[src/rtl/alu_arbiter.sv]
// Round-robin arbiter sharing one registered-latency ALU between two requesters.
// Ports are tagged through the ALU pipeline so each result returns to its issuer.
module alu_arbiter #(
  parameter int unsigned ALU_LATENCY = 1,
  parameter logic [3:0]  IDLE_OP     = 4'hf
) (
  input  logic        clk,
  input  logic        rst,
  input  logic        req_valid0,
  input  logic        req_valid1,
  output logic        req_ready0,
  output logic        req_ready1,
  input  logic [15:0] req_a0,
  input  logic [15:0] req_a1,
  input  logic [15:0] req_b0,
  input  logic [15:0] req_b1,
  input  logic [3:0]  req_op0,
  input  logic [3:0]  req_op1,
  output logic        rsp_valid0,
  output logic        rsp_valid1,
  input  logic        rsp_ready0,
  input  logic        rsp_ready1,
  output logic [15:0] rsp_out0,
  output logic [15:0] rsp_out1,
  output logic [4:0]  rsp_cond0,
  output logic [4:0]  rsp_cond1,
  output logic [15:0] alu_reg0,
  output logic [15:0] alu_reg1,
  output logic [3:0]  alu_op,
  input  logic [15:0] alu_out,
  input  logic [4:0]  alu_cond,
  output logic        busy
);

  logic [ALU_LATENCY-1:0] tag_valid;
  logic [ALU_LATENCY-1:0] tag_port;
  logic                   last_grant;
  logic [15:0]            hold_a;
  logic [15:0]            hold_b;

  logic inflight0, inflight1;
  logic elig0, elig1;
  logic grant0, grant1;
  logic accept;
  logic cap_valid, cap_port;

  // A port stays ineligible while its op is in the ALU or its result is unconsumed.
  assign inflight0 = |(tag_valid & ~tag_port);
  assign inflight1 = |(tag_valid & tag_port);
  assign elig0     = req_valid0 & ~inflight0 & ~rsp_valid0;
  assign elig1     = req_valid1 & ~inflight1 & ~rsp_valid1;

  assign grant0 = ~rst & elig0 & (~elig1 | last_grant);
  assign grant1 = ~rst & elig1 & (~elig0 | ~last_grant);
  assign accept = grant0 | grant1;

  assign req_ready0 = grant0;
  assign req_ready1 = grant1;

  always_comb begin
    alu_reg0 = hold_a;
    alu_reg1 = hold_b;
    alu_op   = IDLE_OP;
    if (grant0) begin
      alu_reg0 = req_a0;
      alu_reg1 = req_b0;
      alu_op   = req_op0;
    end else if (grant1) begin
      alu_reg0 = req_a1;
      alu_reg1 = req_b1;
      alu_op   = req_op1;
    end
  end

  assign cap_valid = tag_valid[ALU_LATENCY-1];
  assign cap_port  = tag_port[ALU_LATENCY-1];
  assign busy      = (|tag_valid) | rsp_valid0 | rsp_valid1;

  // Tag shift register, round-robin pointer, operand hold and response registers.
  always_ff @(posedge clk or posedge rst) begin
    if (rst) begin
      tag_valid  <= '0;
      tag_port   <= '0;
      last_grant <= 1'b1;
      hold_a     <= '0;
      hold_b     <= '0;
      rsp_valid0 <= 1'b0;
      rsp_valid1 <= 1'b0;
      rsp_out0   <= '0;
      rsp_out1   <= '0;
      rsp_cond0  <= '0;
      rsp_cond1  <= '0;
    end else begin
      tag_valid <= (tag_valid << 1) | ALU_LATENCY'(accept);
      tag_port  <= (tag_port << 1) | ALU_LATENCY'(grant1);
      if (accept) begin
        last_grant <= grant1;
        hold_a     <= alu_reg0;
        hold_b     <= alu_reg1;
      end
      if (rsp_valid0 && rsp_ready0) rsp_valid0 <= 1'b0;
      if (rsp_valid1 && rsp_ready1) rsp_valid1 <= 1'b0;
      // One-outstanding guarantees the target register is empty at capture.
      if (cap_valid && !cap_port) begin
        rsp_valid0 <= 1'b1;
        rsp_out0   <= alu_out;
        rsp_cond0  <= alu_cond;
      end
      if (cap_valid && cap_port) begin
        rsp_valid1 <= 1'b1;
        rsp_out1   <= alu_out;
        rsp_cond1  <= alu_cond;
      end
    end
  end

endmodule

[config.mk]
export PLATFORM = sky130hd
export DESIGN_NAME = alu_arbiter
export DESIGN_NICKNAME = d
export VERILOG_FILES = /design/src/rtl/alu_arbiter.sv
export SDC_FILE = /design/constraint.sdc
export NUM_CORES = 1
export LEC_CHECK = 0
export ABC_AREA = 1
export CAP_MARGIN = 20
export CORE_MARGIN = 2
export CORE_UTILIZATION = 38
export DETAILED_ROUTE_END_ITERATION = 10
export GPL_TIMING_DRIVEN = 1
export PLACE_DENSITY = 0.78
export SYNTH_ARGS = -nofsm -noshare
export SYNTH_HDL_FRONTEND = slang
export SYNTH_SLANG_ARGS = --single-unit
export TNS_END_PERCENT = 5
[constraint.sdc]
create_clock -name clk -period 2.9 [get_ports clk]
set_input_delay 0.58 -clock clk [delete_from_list [all_inputs] [get_ports clk]]
set_output_delay 0.58 -clock clk [all_outputs]
set_load 0.03 [all_outputs]
==> impl_metrics.ini <==
[placement]
dpl.hpwl_um = 8172
io_buffers = 181
gp_congestion = 0.8465

[cells_and_area]
diodes = 0
nNetsFinal = 699
fillers = 848
drive_above_1_share = 0.2033
final_util = 0.5957
area_delta_synth_final_pct = 54.32

[pwr]
p_int_mw = 2.926
power_frac_clock = 0.189
comb_power_share = 0.480
ir_drop_mv = 0.4949
p_leak_nw = 2.848
power.density_nw_per_um2 = 812.2
p_sw_frac = 0.4035
seqPwrFrac = 0.331
p_switching_mw = 1.979

[global_route]
gr-usage-all-layers = 0.2008
grt_pass1_wl_um = 17990
grt_max_degree = 73
antenna_found_initial = 0
first_global_vias = 3738
overflow = 0

[logic_synthesis]
synth_area_leaders = dfrtp_1 (50%), nand3_1 (16%), nand3_2 (10%)
syn_area_um2 = 3914
yosysSeqAreaShare = 0.5054
synth_top_area_frac = 0.4987
synth_top_cell_by_area = dfrtp_1
syn_nets = 519
synth.distinct_cells = 24
yosys_register_bits = 79
yosysWarnings = 0
syn_inst = 420
postSynthAreaPerCell_um2 = 9.318

[routing]
first_pass_iters = 7
ant_nets = 0
drt-wirelength-per-cell_um = 14.96
via_per_inst = 5.004
vias = 3708
drcViolationCount = 0
first_iter_violations = 225
wl_um = 11090

[clocking]
post_cts_resized = 0
cts_hold_buf = 0
htree_num_levels = 3
cts_tree = done
cts_root_buf = clkbuf_8
cts_setup_buffers = 0
numCtsBuffers = 9
cts.sinks = 79
insertion_delay_ns = 0.34
clkSlewWorstSetupHoldPaths_ns = 0.08
cts.path.max_buffers = 2

[sta]
fin_crit_sh = 0.9336
hold_viol_final = 0
rsz0062_at_grt = no
setup_tns_ns = 0
fin_skew_ns = 0.007334
finalCriticalPeriod_ns = 2.707
fmaxAchievable_mhz = 369.4
max_slew.worst_pin.slew_ns = 0.9071
setup_viol = 0
max-slew-margin-rel = 0.3953
drv_slew = 0

[floorplan]
die_area_um2 = 11130
pin_count = 182
start_util = 0.3860
dieHeight_um = 105.5
dieWidth_um = 105.5
rows = 37
core_area_um2 = 10140

[critical_path]
rr_worst_depth = 6
r2r_slack_ns = 1.47
cp-start-kind = primary input
cp_top_family = buffers and inverters
required_ns = 2.32
path_cells = clkdlybuf4s50_1, inv_1, nor2_2, nand3_4, inv_4, buf_4, nand3_1, nand3_1, buf_4
worst-path-buf-inv = 5
slowest_stage = clkdlybuf4s50_1
crit_path_end_kind = output pin
worst-path-stages = 9
rr_startpoint = rsp_valid0
crit-reg2reg-capture = hold_a[2]
arrival_ns = 2.13
path_class = in -> out
slowest_delay_ns = 0.46
cp_max_fo = 11

[hold_path]
worstHoldStart = rsp_out0[15]
hold_path_class = reg -> reg
hold_end = rsp_out0[15]
whs_path_depth = 2

[run]
cap_violations = 0

[run_status]
status = finished, final reports clean
-- how the worst max path moves through the flow --
stage               slack (ns)  startpoint      endpoint
CTS                       0.18  req_valid0  alu_reg1[13]
floorplan                 0.33         rst  alu_reg0[14]
finish                    0.19  req_valid0  alu_reg1[13]
detailed placement        0.19  req_valid0  alu_reg1[13]
global placement          0.25  req_valid0   alu_reg0[1]
global route              0.06  req_valid0  alu_reg1[10]
-- routing by layer --
| layer | part of all wire | vias to the layer above | global-route usage |
|---|---|---|---|
| li1 | - | 1790 | - |
| met1 | 0.43 | 1783 | 0.2521 |
| met2 | 0.50 | 116 | 0.3465 |
| met3 | 0.050 | 19 | 0.02721 |
| met4 | 0.022 | 0 | 0.08381 |
| met5 | 0 | - | 0 |
-- area by class of cell --
type | count | area (um2) | area share
clock buffers | 10 | 137.6 | 0.02279
clock inverters | 6 | 91.34 | 0.01512
inverters | 42 | 162.7 | 0.02693
multi-input cells | 273 | 1590 | 0.2633
flip-flops and latches | 79 | 1978 | 0.3275
well taps | 136 | 170.2 | 0.02817
repair buffers | 195 | 1909 | 0.3161
-- state kept, by name, indices dropped and copies added, names as in the netlist --
name and flops:
cap_port 1, hold_a 16, rsp_out1 16, rsp_cond1 5, rsp_valid0 1, rsp_cond0 5
hold_b 16, rsp_valid1 1, cap_valid 1, rsp_out0 16, last_grant 1
-- power groups by stage --
stage	registers [mW]	clock network [mW]	logic (mW)
after floorplan	2.07	0	0.908
after global placement	1.63	0	2.32
after detailed placement	1.65	0	2.37
after CTS	1.63	0.951	2.38
after global routing	1.67	1.00	2.51
final	1.63	0.925	2.35
-- per-stage QoR --
step | area (um2) | cells | setup WS, ns | total power [mW] | hold slack (ns)
floorplan | 3916 | 420 | 0.3257 | 2.983 | 0.4974
global placement | 5811 | 725 | 0.2514 | 3.956 | 0.4683
detailed placement | 5811 | 725 | 0.1935 | 4.019 | 0.4780
CTS | 6040 | 741 | 0.1846 | 4.961 | 0.4877
global route | 6040 | 741 | 0.06437 | 5.185 | 0.4969
finish | 6040 | 741 | 0.1927 | 4.905 | 0.4932
-- synthesized netlist by cell type --
cell and number:
nand3_1 129, dfrtp_1 78, nand2_1 48, o21ai_0 44, nand3_2 39, inv_1 37, buf_2 7, clkbuf_1 7
buf_4 5, buf_8 4, inv_2 4, nand3_4 3, buf_6 2, nand2_4 2, nor2_1 2, buf_1 1
dfstp_2 1, inv_4 1, nand2_2 1, nand4_2 1, nand4_4 1, nor2_2 1, nor2_8 1, o21ai_1 1
-- layout by cell type (no fill, tap or decap), types with 2 or more instances in the layout --
cell             synthesis  layout
clkinv_4                 0       2
inv_4                    1       2
clkdlybuf4s50_1          0     143
nand3_1                129     129
o21ai_0                 44      44
buf_4                    5      45
nand3_2                 39      39
dfrtp_1                 78      78
clkbuf_8                 0      10
buf_12                   0       7
nand2_1                 48      48
bufinv_16                0       2
inv_2                    4       3
nand2_4                  2       2
inv_1                   37      37
nand3_4                  3       3
nor2_1                   2       2
-- worst reg2reg max path: cells and delay by family, from the launching register on --
kind / cells / cell delay [ns]
buffers and inverters: 2 / 0.38
DFF: 1 / 0.43
and+or+nand+nor: 4 / 0.55
-- cells by family after synthesis --
family,Yosys count,share of synthesized area
AOI/OAI and AO/OA,45,0.05754
buffers and inverters,68,0.08823
DFF,79,0.5054
and+or+nand+nor,228,0.3488
(Power assumes the default switching activity.)
